$ cat config.mk
export PLATFORM = sky130hd
export DESIGN_NAME = ps2_host_tx
export DESIGN_NICKNAME = d
export VERILOG_FILES = /design/src/rtl/ps2_host_tx.sv
export SDC_FILE = /design/constraint.sdc
export NUM_CORES = 1
export LEC_CHECK = 0
export CORE_ASPECT_RATIO = 1.1
export CORE_MARGIN = 2
export CORE_UTILIZATION = 50
export CTS_CLUSTER_SIZE = 25
export DETAILED_ROUTE_END_ITERATION = 10
export PLACE_DENSITY = 0.71
export REMOVE_ABC_BUFFERS = 1
export SYNTH_ARGS = -nofsm -noshare
export SYNTH_HDL_FRONTEND = slang
export SYNTH_SLANG_ARGS = --single-unit
$ cat constraint.sdc
create_clock -name clkB -period 4.9 [get_ports clkB]
set_clock_uncertainty 0.2 [all_clocks]
set_input_delay 0.49 -clock clkB [delete_from_list [all_inputs] [get_ports clkB]]
set_output_delay 0.49 -clock clkB [all_outputs]
set_load 0.01 [all_outputs]
$ cat src/rtl/ps2_host_tx.sv
// ps2_host_tx: host-to-device PS/2 transmitter.
// Sends one command byte to the device over open-drain PS2C/PS2D.
// The host only inhibits and requests; the device generates all bus clocks.
module ps2_host_tx #(
    parameter int unsigned INHIBIT_CYCLES = 5000,
    parameter int unsigned TIMEOUT_CYCLES = 1000000,
    parameter int unsigned FILTER_LEN     = 4
) (
    input  logic       clkB,
    input  logic       rst,
    input  logic [7:0] tx_data,
    input  logic       tx_start,
    output logic       tx_busy,
    output logic       tx_done,
    output logic       tx_err,
    input  logic       ps2c_in,
    input  logic       ps2d_in,
    output logic       ps2c_oe,
    output logic       ps2d_oe
);

    localparam int unsigned MAX_CYC = (INHIBIT_CYCLES > TIMEOUT_CYCLES) ? INHIBIT_CYCLES : TIMEOUT_CYCLES;
    localparam int unsigned CW      = $clog2(MAX_CYC + 1);
    localparam int unsigned FW      = (FILTER_LEN > 1) ? $clog2(FILTER_LEN) : 1;

    localparam logic [2:0] S_IDLE      = 3'd0;
    localparam logic [2:0] S_INHIBIT   = 3'd1;
    localparam logic [2:0] S_RTS       = 3'd2;
    localparam logic [2:0] S_WAIT_EDGE = 3'd3;
    localparam logic [2:0] S_ACK       = 3'd4;
    localparam logic [2:0] S_RELEASE   = 3'd5;
    localparam logic [2:0] S_DONE      = 3'd6;

    // Index 0 is PS2C, index 1 is PS2D.
    logic [1:0]    meta_q;
    logic [1:0]    sync_q;
    logic [1:0]    filt_q;
    logic [FW-1:0] flt_cnt_q [2];
    logic          c_filt_d1_q;
    logic          fall_c;

    logic [2:0]    state_q, state_n;
    logic [CW-1:0] cyc_q, cyc_n;
    logic [3:0]    edge_q, edge_n;
    logic [9:0]    frame_q, frame_n;
    logic          ack_ok_q, ack_ok_n;
    logic          c_oe_n, d_oe_n, busy_n, done_n, err_n;
    logic [15:0]   frame_ext_c;

    // Two-flop synchronizers; idle bus level is high.
    always_ff @(posedge clkB or posedge rst) begin
        if (rst) begin
            meta_q <= 2'b11;
            sync_q <= 2'b11;
        end else begin
            meta_q <= {ps2d_in, ps2c_in};
            sync_q <= meta_q;
        end
    end

    // Accept a new level only after FILTER_LEN consecutive differing samples.
    always_ff @(posedge clkB or posedge rst) begin
        if (rst) begin
            filt_q      <= 2'b11;
            c_filt_d1_q <= 1'b1;
            for (int i = 0; i < 2; i++) flt_cnt_q[i] <= '0;
        end else begin
            c_filt_d1_q <= filt_q[0];
            for (int i = 0; i < 2; i++) begin
                if (sync_q[i] == filt_q[i]) begin
                    flt_cnt_q[i] <= '0;
                end else if (flt_cnt_q[i] == FW'(FILTER_LEN - 1)) begin
                    filt_q[i]    <= sync_q[i];
                    flt_cnt_q[i] <= '0;
                end else begin
                    flt_cnt_q[i] <= flt_cnt_q[i] + FW'(1);
                end
            end
        end
    end

    assign fall_c      = c_filt_d1_q & ~filt_q[0];
    assign frame_ext_c = {6'b111111, frame_q};

    // State, datapath and registered outputs.
    always_ff @(posedge clkB or posedge rst) begin
        if (rst) begin
            state_q  <= S_IDLE;
            cyc_q    <= '0;
            edge_q   <= '0;
            frame_q  <= '0;
            ack_ok_q <= 1'b0;
            ps2c_oe  <= 1'b0;
            ps2d_oe  <= 1'b0;
            tx_busy  <= 1'b0;
            tx_done  <= 1'b0;
            tx_err   <= 1'b0;
        end else begin
            state_q  <= state_n;
            cyc_q    <= cyc_n;
            edge_q   <= edge_n;
            frame_q  <= frame_n;
            ack_ok_q <= ack_ok_n;
            ps2c_oe  <= c_oe_n;
            ps2d_oe  <= d_oe_n;
            tx_busy  <= busy_n;
            tx_done  <= done_n;
            tx_err   <= err_n;
        end
    end

    // Next state plus next values of every registered output.
    always_comb begin
        state_n  = state_q;
        cyc_n    = cyc_q;
        edge_n   = edge_q;
        frame_n  = frame_q;
        ack_ok_n = ack_ok_q;
        c_oe_n   = 1'b0;
        d_oe_n   = ps2d_oe;
        busy_n   = tx_busy;
        done_n   = 1'b0;
        err_n    = 1'b0;
        case (state_q)
            S_IDLE: begin
                d_oe_n = 1'b0;
                busy_n = 1'b0;
                if (tx_start) begin
                    frame_n = {1'b1, ~^tx_data, tx_data};
                    cyc_n   = '0;
                    c_oe_n  = 1'b1;
                    busy_n  = 1'b1;
                    state_n = S_INHIBIT;
                end
            end
            S_INHIBIT: begin
                c_oe_n = 1'b1;
                if (cyc_q == CW'(INHIBIT_CYCLES - 1)) begin
                    cyc_n   = '0;
                    d_oe_n  = 1'b1;
                    state_n = S_RTS;
                end else begin
                    cyc_n = cyc_q + CW'(1);
                end
            end
            S_RTS: begin
                // Start bit stays driven low until the device's first falling edge.
                d_oe_n  = 1'b1;
                cyc_n   = '0;
                edge_n  = '0;
                state_n = S_WAIT_EDGE;
            end
            S_WAIT_EDGE, S_ACK, S_RELEASE: begin
                if (cyc_q == CW'(TIMEOUT_CYCLES - 1)) begin
                    d_oe_n   = 1'b0;
                    ack_ok_n = 1'b0;
                    done_n   = 1'b1;
                    err_n    = 1'b1;
                    busy_n   = 1'b0;
                    state_n  = S_DONE;
                end else begin
                    cyc_n = cyc_q + CW'(1);
                    case (state_q)
                        S_WAIT_EDGE: begin
                            if (fall_c) begin
                                edge_n = edge_q + 4'd1;
                                if (edge_q == 4'd10) begin
                                    d_oe_n  = 1'b0;
                                    state_n = S_ACK;
                                end else begin
                                    d_oe_n = ~frame_ext_c[edge_q];
                                end
                            end
                        end
                        S_ACK: begin
                            ack_ok_n = ~filt_q[1];
                            state_n  = S_RELEASE;
                        end
                        S_RELEASE: begin
                            if (filt_q[0] & filt_q[1]) begin
                                done_n  = 1'b1;
                                err_n   = ~ack_ok_q;
                                busy_n  = 1'b0;
                                state_n = S_DONE;
                            end
                        end
                        default: begin
                        end
                    endcase
                end
            end
            S_DONE: begin
                d_oe_n  = 1'b0;
                busy_n  = 1'b0;
                state_n = S_IDLE;
            end
            default: begin
                d_oe_n  = 1'b0;
                busy_n  = 1'b0;
                state_n = S_IDLE;
            end
        endcase
    end

endmodule

==> results of run 1 <==
cells in the final DEF, fill, tap and decap left out, types with 2 or more instances in the layout:
cell,netlist,final
sky130_fd_sc_hd__nand2_1,14,14
sky130_fd_sc_hd__a21oi_1,11,11
sky130_fd_sc_hd__o41ai_1,3,3
sky130_fd_sc_hd__clkdlybuf4s50_1,0,17
sky130_fd_sc_hd__nand4b_1,2,2
sky130_fd_sc_hd__nor2_1,21,21
sky130_fd_sc_hd__clkbuf_8,3,6
sky130_fd_sc_hd__a211oi_1,8,8
sky130_fd_sc_hd__o21ai_0,13,13
sky130_fd_sc_hd__a22o_1,2,2
sky130_fd_sc_hd__dfrtp_1,47,47
sky130_fd_sc_hd__nand2b_1,4,4
sky130_fd_sc_hd__nand4_1,3,3
sky130_fd_sc_hd__o31ai_1,5,5
sky130_fd_sc_hd__ha_1,5,5
sky130_fd_sc_hd__and2_1,3,3
sky130_fd_sc_hd__or2_2,3,3
sky130_fd_sc_hd__clkbuf_1,3,2
sky130_fd_sc_hd__or3_1,2,2
sky130_fd_sc_hd__a21o_1,3,3
sky130_fd_sc_hd__nor4_1,5,5
sky130_fd_sc_hd__mux2_2,12,12
sky130_fd_sc_hd__nor3_1,7,7
sky130_fd_sc_hd__or4_1,6,6
sky130_fd_sc_hd__xnor2_1,24,24
sky130_fd_sc_hd__nand3b_1,2,2
sky130_fd_sc_hd__nand3_1,15,15
sky130_fd_sc_hd__nor2b_1,5,5
sky130_fd_sc_hd__nor3b_1,3,3
sky130_fd_sc_hd__inv_1,10,9
sky130_fd_sc_hd__dfstp_2,7,7
sky130_fd_sc_hd__a2111oi_0,2,2
sky130_fd_sc_hd__mux2i_1,2,2
sky130_fd_sc_hd__and3_2,2,2
where the power goes:
group	switching (mW)	total [mW]	internal [mW]
clock	0.141	0.257	0.116
combinational	0.264	0.521	0.258
sequential	0.127	0.696	0.569
area by class of cell:
type                    instances  area share
multi-input cells             208       0.454
inverters                      10      0.0117
well taps                      77      0.0300
clock buffers                   8      0.0281
flip-flops and latches         54       0.424
repair buffers                 17      0.0530
routing by layer:
layer | track usage | share of wire | wire [um]
met4 | 0.0731 | 0.017 | 102
met1 | 0.263 | 0.46 | 2680
met2 | 0.311 | 0.49 | 2860
met3 | 0.0237 | 0.033 | 195
met5 | 0 | 0 | 0
per-stage QoR:
step | instances | area [um^2]
floorplan | 272 | 2850
global placement | 366 | 3120
detailed placement | 366 | 3120
CTS | 374 | 3210
global route | 374 | 3210
finish | 374 | 3210
final timing paths:
kind                       slack [ns]                    from               endpoint
setup / recovery                 1.83  state_q[1]$_DFFE_PP0P_  edge_q[0]$_DFFE_PP0P_
hold / removal                   0.16     meta_q[1]$_DFF_PP1_    sync_q[1]$_DFF_PP1_
setup reg to reg                 1.83  state_q[1]$_DFFE_PP0P_  edge_q[0]$_DFFE_PP0P_
hold reg to reg                  0.16     meta_q[1]$_DFF_PP1_    sync_q[1]$_DFF_PP1_
max in group asynchronous        3.23                     rst   cyc_q[8]$_DFFE_PP0P_
min in group asynchronous        0.59                     rst    ps2d_oe$_DFFE_PP0P_
flip-flops by register name (all words and copies together), names as in the netlist, 2 cells and up:
signal / count
cyc_q: 20
state_q: 3
filt_q: 2
meta_q: 2
edge_q: 4
sync_q: 2
flt_cnt_q: 4
frame_q: 10
kinds of logic (layout without fill, tap and decap cells):
kind of cell,Yosys count,count (layout)
mux,15,15
compound gates,56,56
flops,54,54
buf+inv,21,35
xor+xnor,25,25
fa+ha+maj,5,5
simple gates,107,107
==> run summary, run 1 <==
==========================================================================================
Outcome .....................................................................    completed
Yosys top cell area share ...................................................        0.400
Pre-CTS WS ..................................................................      1.90 ns
Final core area utilization .................................................        0.560
CP Data Arrival Time ........................................................      3.11 ns
Post-layout min period ......................................................      3.07 ns
Number of H-tree levels .....................................................            2
Cell-by-cell listing of the critical path ................................... nand3b_1, a2111oi_2, and2_1, or2_2, mux2_2
Count of state elements after synthesis .....................................           54
Largest net degree at the start of global routing ...........................           55
Seq. cell area .............................................................. 0.00136 mm^2
Number of global-route vias before repair ...................................         2092
Clock latency on the worst-skew pair ........................................      0.30 ns
Cell type with the highest aggregate area in the netlist .................... sky130_fd_sc_hd__dfrtp_1
Hold Path Depth .............................................................            0
Total power density per cell area ...........................................  459 mW/mm^2
CP Class ....................................................................      reg2reg
Global-route usage over all layers ..........................................        0.191
Max-slew violation count ....................................................            0
Post-synthesis mux area share ...............................................       0.0605
DRC viols ...................................................................            0
Syn Area/Cell ...............................................................    10.4 um^2
Post-cts repair resize count ................................................            0
Period Utilization, post-route ..............................................        0.626
Area of the mapped netlist .................................................. 0.00294 mm^2
Sum of negative setup slack .................................................         0 ns
Library cell with the highest instance count after synthesis ................ sky130_fd_sc_hd__dfrtp_1
Clk pin slew, worst setup/hold paths ........................................      0.10 ns
Area overhead of the layout relative to synthesis ...........................        9.24%
Layout cells sized above 1 ..................................................        0.131
Cell count along the critical path ..........................................            5
Data required, critical path ................................................      4.95 ns
First-pass GRT wire length ..................................................     10000 um
Die Footprint ............................................................... 0.00651 mm^2
Share of synthesized cell area in full adder, half adder and majority cells .       0.0213
Mapped Cells ................................................................          283
Area of the placeable core .................................................. 0.00573 mm^2
Maximum buffer depth of the clock tree ......................................            2
CP Capture Type .............................................................    flip-flop
Type of element launching the critical path .................................    flip-flop
Total global routing overflow ...............................................            0
Simple-gate area share of the yosys netlist .................................        0.209
Number of input and output port buffers inserted ............................           17
Top FF cell, synth .......................................................... sky130_fd_sc_hd__dfrtp_1
Number of warnings reported in the yosys synthesis log ......................            0
Final weighted congestion of routability-driven global placement ............        0.907
Count of buffers added by post-CTS timing repair for setup ..................            0
Fill cell count .............................................................          545
Final ANT Viol Nets .........................................................            0
Post-synthesis cell type count ..............................................           58
Vias per cell ...............................................................         5.78
Kind of cell adding the most delay to the critical path ..................... compound AO/OA/AOI/OAI gates
Number of enable-type register cells in the synthesized netlist .............            0
Hold slack final ............................................................     0.159 ns
Compound-gate portion of the synthesized area ...............................        0.130
Average routed wire per standard cell .......................................      15.6 um
Max FO, Critical Path .......................................................           17
R2R cell count ..............................................................            5
VDD IR-drop max .............................................................       329 uV
Leading post-synthesis cells by cell area ................................... sky130_fd_sc_hd__dfrtp_1, sky130_fd_sc_hd__xnor2_1, sky130_fd_sc_hd__dfstp_2
Hold Path Class .............................................................      reg2reg
Fin. Hold Viols .............................................................            0
Floorplan row count .........................................................           29
Hold buffer count at cts ....................................................            0
Half-perimeter wire length after placement ..................................      4150 um
Buffer type at the clock tree root .......................................... sky130_fd_sc_hd__clkbuf_8
Number of vias in the routed layout .........................................         2160
Worst-case setup margin in the final layout .................................      1.83 ns
Slew HR .....................................................................        0.208
Total clock buffers created by CTS ..........................................            5
Endpoints failing setup .....................................................            0
Number of iterations in the first detailed-routing pass .....................            4
Number of antenna violations at the first check in global routing ...........            0
Dominant combinational cell family by area after synthesis .................. simple AND/OR/NAND/NOR gates
Antenna cells ...............................................................            0
Die height ..................................................................      84.4 um
Share of async-settable or async-resettable flops after synthesis ...........         1.00
Setup repair after global routing missed its margin .........................        false
Ports placed on the boundary ................................................           18
Sum of routed wire length over all layers ...................................      5830 um
Top achievable clock speed ..................................................    0.326 GHz
TritonCTS clock tree ........................................................         done
Sum of buffers and inverters on the critical path ...........................            0
Slowest cell delay on critical path .........................................      1.12 ns
Sink count of the clock tree ................................................           54
Xor/xnor cell area share of the yosys netlist ...............................       0.0745
Max-capacitance violation count .............................................            0
First-iteration detailed-routing DRC count ..................................          154
Commonest cells post-synth .................................................. sky130_fd_sc_hd__dfrtp_1, sky130_fd_sc_hd__xnor2_1, sky130_fd_sc_hd__nor2_1
Net count reported at finish ................................................          314
Standard cell with the maximum stage delay on the critical path ............. sky130_fd_sc_hd__a2111oi_2
Initial Utilization .........................................................        0.513
Area of the multi-input gates ............................................... 0.00146 mm^2
Transition at the pin with the smallest max-transition slack ................      1.19 ns
Sequential fraction of the synthesis area ...................................        0.463
Power consumption ...........................................................      1.47 mW
Leak Pwr ....................................................................      1.23 nW
Horizontal die dimension ....................................................      77.1 um
==========================================================================================
No activity file was read; power rests on OpenSTA's default activity.
==> run 2: changes to the inputs <==
Clock period 4.9 ns to 3.13 ns, I/O delays scaled along.
==> run summary, run 2 (synthesis results as in run 1) <==
================================================================================
Fin. Hold Viols ...................................................            0
Average routed wire per standard cell .............................      15.4 um
Die height ........................................................      84.4 um
CP Data Arrival Time ..............................................      2.59 ns
Leak Pwr ..........................................................      1.27 nW
Vias per cell .....................................................         5.80
Total global routing overflow .....................................            0
Sink count of the clock tree ......................................           54
Data required, critical path ......................................      3.12 ns
First-iteration detailed-routing DRC count ........................          138
Flip-flop count of the largest register after layout ..............           20
Half-perimeter wire length after placement ........................      4160 um
Area overhead of the layout relative to synthesis .................        11.0%
Area of the placeable core ........................................ 0.00573 mm^2
Setup repair after global routing missed its margin ...............        false
Sum of buffers and inverters on the critical path .................            0
Register ranked first by flip-flop count ..........................        cyc_q
Routed wl met2 ....................................................      2930 um
Number of input and output port buffers inserted ..................           17
Number of iterations in the first detailed-routing pass ...........            4
Outcome ...........................................................    completed
Buffer type at the clock tree root ................................ sky130_fd_sc_hd__clkbuf_8
Kind of cell adding the most delay to the critical path ........... simple AND/OR/NAND/NOR gates
CP Class ..........................................................      reg2reg
Post-layout min period ............................................      2.60 ns
Slowest cell delay on critical path ...............................      0.57 ns
Met1 wire length ..................................................      2630 um
Clk pin slew, worst setup/hold paths ..............................      0.09 ns
Largest registers ................................................. cyc_q x20, frame_q x10
Cell-by-cell listing of the critical path ......................... or4_4, nor3_1, and2_1, nor3b_1, mux2_2
Total clock buffers created by CTS ................................            5
Top achievable clock speed ........................................    0.385 GHz
Count of buffers added by post-CTS timing repair for setup ........            0
Largest net degree at the start of global routing .................           29
Worst reg2reg setup slack .........................................      0.53 ns
Layout cells sized above 1 ........................................        0.149
Endpoints failing setup ...........................................            0
Antenna cells .....................................................            0
Number of antenna violations at the first check in global routing .            0
Commonest cells after routing, fill and taps aside ................ sky130_fd_sc_hd__dfrtp_1, sky130_fd_sc_hd__xnor2_1, sky130_fd_sc_hd__nor2_1, sky130_fd_sc_hd__clkdlybuf4s50_1, sky130_fd_sc_hd__nand3_1
Period Utilization, post-route ....................................        0.830
DRC viols .........................................................            0
Ports placed on the boundary ......................................           18
Post-cts repair resize count ......................................            0
Final ANT Viol Nets ...............................................            0
Hold buffer count at cts ..........................................            0
VDD IR-drop max ...................................................       484 uV
Hold Path Class ...................................................      reg2reg
TritonCTS clock tree ..............................................         done
Initial Utilization ...............................................        0.513
Standard cell with the maximum stage delay on the critical path ... sky130_fd_sc_hd__or4_4
Die Footprint ..................................................... 0.00651 mm^2
Floorplan row count ...............................................           29
Area of the multi-input gates ..................................... 0.00146 mm^2
First-pass GRT wire length ........................................     10200 um
Fill cell count ...................................................          538
Final weighted congestion of routability-driven global placement ..        0.848
Type of element launching the critical path .......................    flip-flop
Number of H-tree levels ...........................................            2
Number of vias in the routed layout ...............................         2198
Global-route usage over all layers ................................        0.195
Horizontal die dimension ..........................................      77.1 um
CP Capture Type ...................................................    flip-flop
Clock latency on the worst-skew pair ..............................      0.30 ns
Max-slew violation count ..........................................            0
Most common cell after layout, fill and taps aside ................ sky130_fd_sc_hd__dfrtp_1
Slew HR ...........................................................        0.537
Max FO, Critical Path .............................................            7
Max-capacitance violation count ...................................            0
Maximum buffer depth of the clock tree ............................            2
Final core area utilization .......................................        0.569
Seq. cell area .................................................... 0.00136 mm^2
Sum of negative setup slack .......................................         0 ns
Sum of routed wire length over all layers .........................      5840 um
Transition at the pin with the smallest max-transition slack ......     0.678 ns
Top routing layer in use ..........................................         met4
Number of global-route vias before repair .........................         2173
Met3 wirelength from detailed routing .............................       233 um
Net count reported at finish ......................................          319
Total power density per cell area .................................  717 mW/mm^2
================================================================================
run 2: cell types whose count changed in the layout (fill, tap and decap cells not counted):
cell,delta
sky130_fd_sc_hd__buf_12,+1
sky130_fd_sc_hd__clkinv_2,+1
sky130_fd_sc_hd__clkbuf_1,-1
sky130_fd_sc_hd__buf_4,+4
run 2: final timing paths:
path                                 startpoint                      to  depth (start not counted)
max reg2reg                cyc_q[6]$_DFFE_PP0P_   edge_q[0]$_DFFE_PP0P_                          5
max                        cyc_q[6]$_DFFE_PP0P_   edge_q[0]$_DFFE_PP0P_                          5
min                         meta_q[1]$_DFF_PP1_     sync_q[1]$_DFF_PP1_                          0
min in group asynchronous                   rst  state_q[1]$_DFFE_PP0P_                          2
min reg2reg                 meta_q[1]$_DFF_PP1_     sync_q[1]$_DFF_PP1_                          0
max in group asynchronous                   rst   c_filt_d1_q$_DFF_PP1_                          3
run 2: metal layers:
metal / global-route usage / vias to the layer above
li1: - / 1063
met1: 0.263 / 1081
met2: 0.320 / 48
met3: 0.0355 / 6
met4: 0.0666 / 0
met5: 0 / -
run 2: cell type report:
cell class,count,share of cell area
multi-input cells,208,0.446
flip-flops and latches,54,0.417
repair buffers,22,0.0675
well taps,77,0.0295
clock buffers,7,0.0265
inverters,10,0.0115
clock inverters,1,0.00153
run 2: power by group:
part	internal [mW]	switching [mW]
logic	0.427	0.441
registers	0.892	0.179
clock network	0.179	0.221
total	1.50	0.841
run 2: through the flow:
stage	std cells	hold WS (ns)	setup slack (ns)	power, mW	area [um^2]
6_report	379	0.163	0.533	2.34	3260
3_5_place_dp	371	0.148	0.465	1.96	3170
4_1_cts	379	0.165	0.581	2.36	3260
5_1_grt	379	0.168	0.260	2.53	3260
2_1_floorplan	272	0.117	0.532	1.68	2850
3_3_place_gp	371	0.147	0.460	1.93	3170
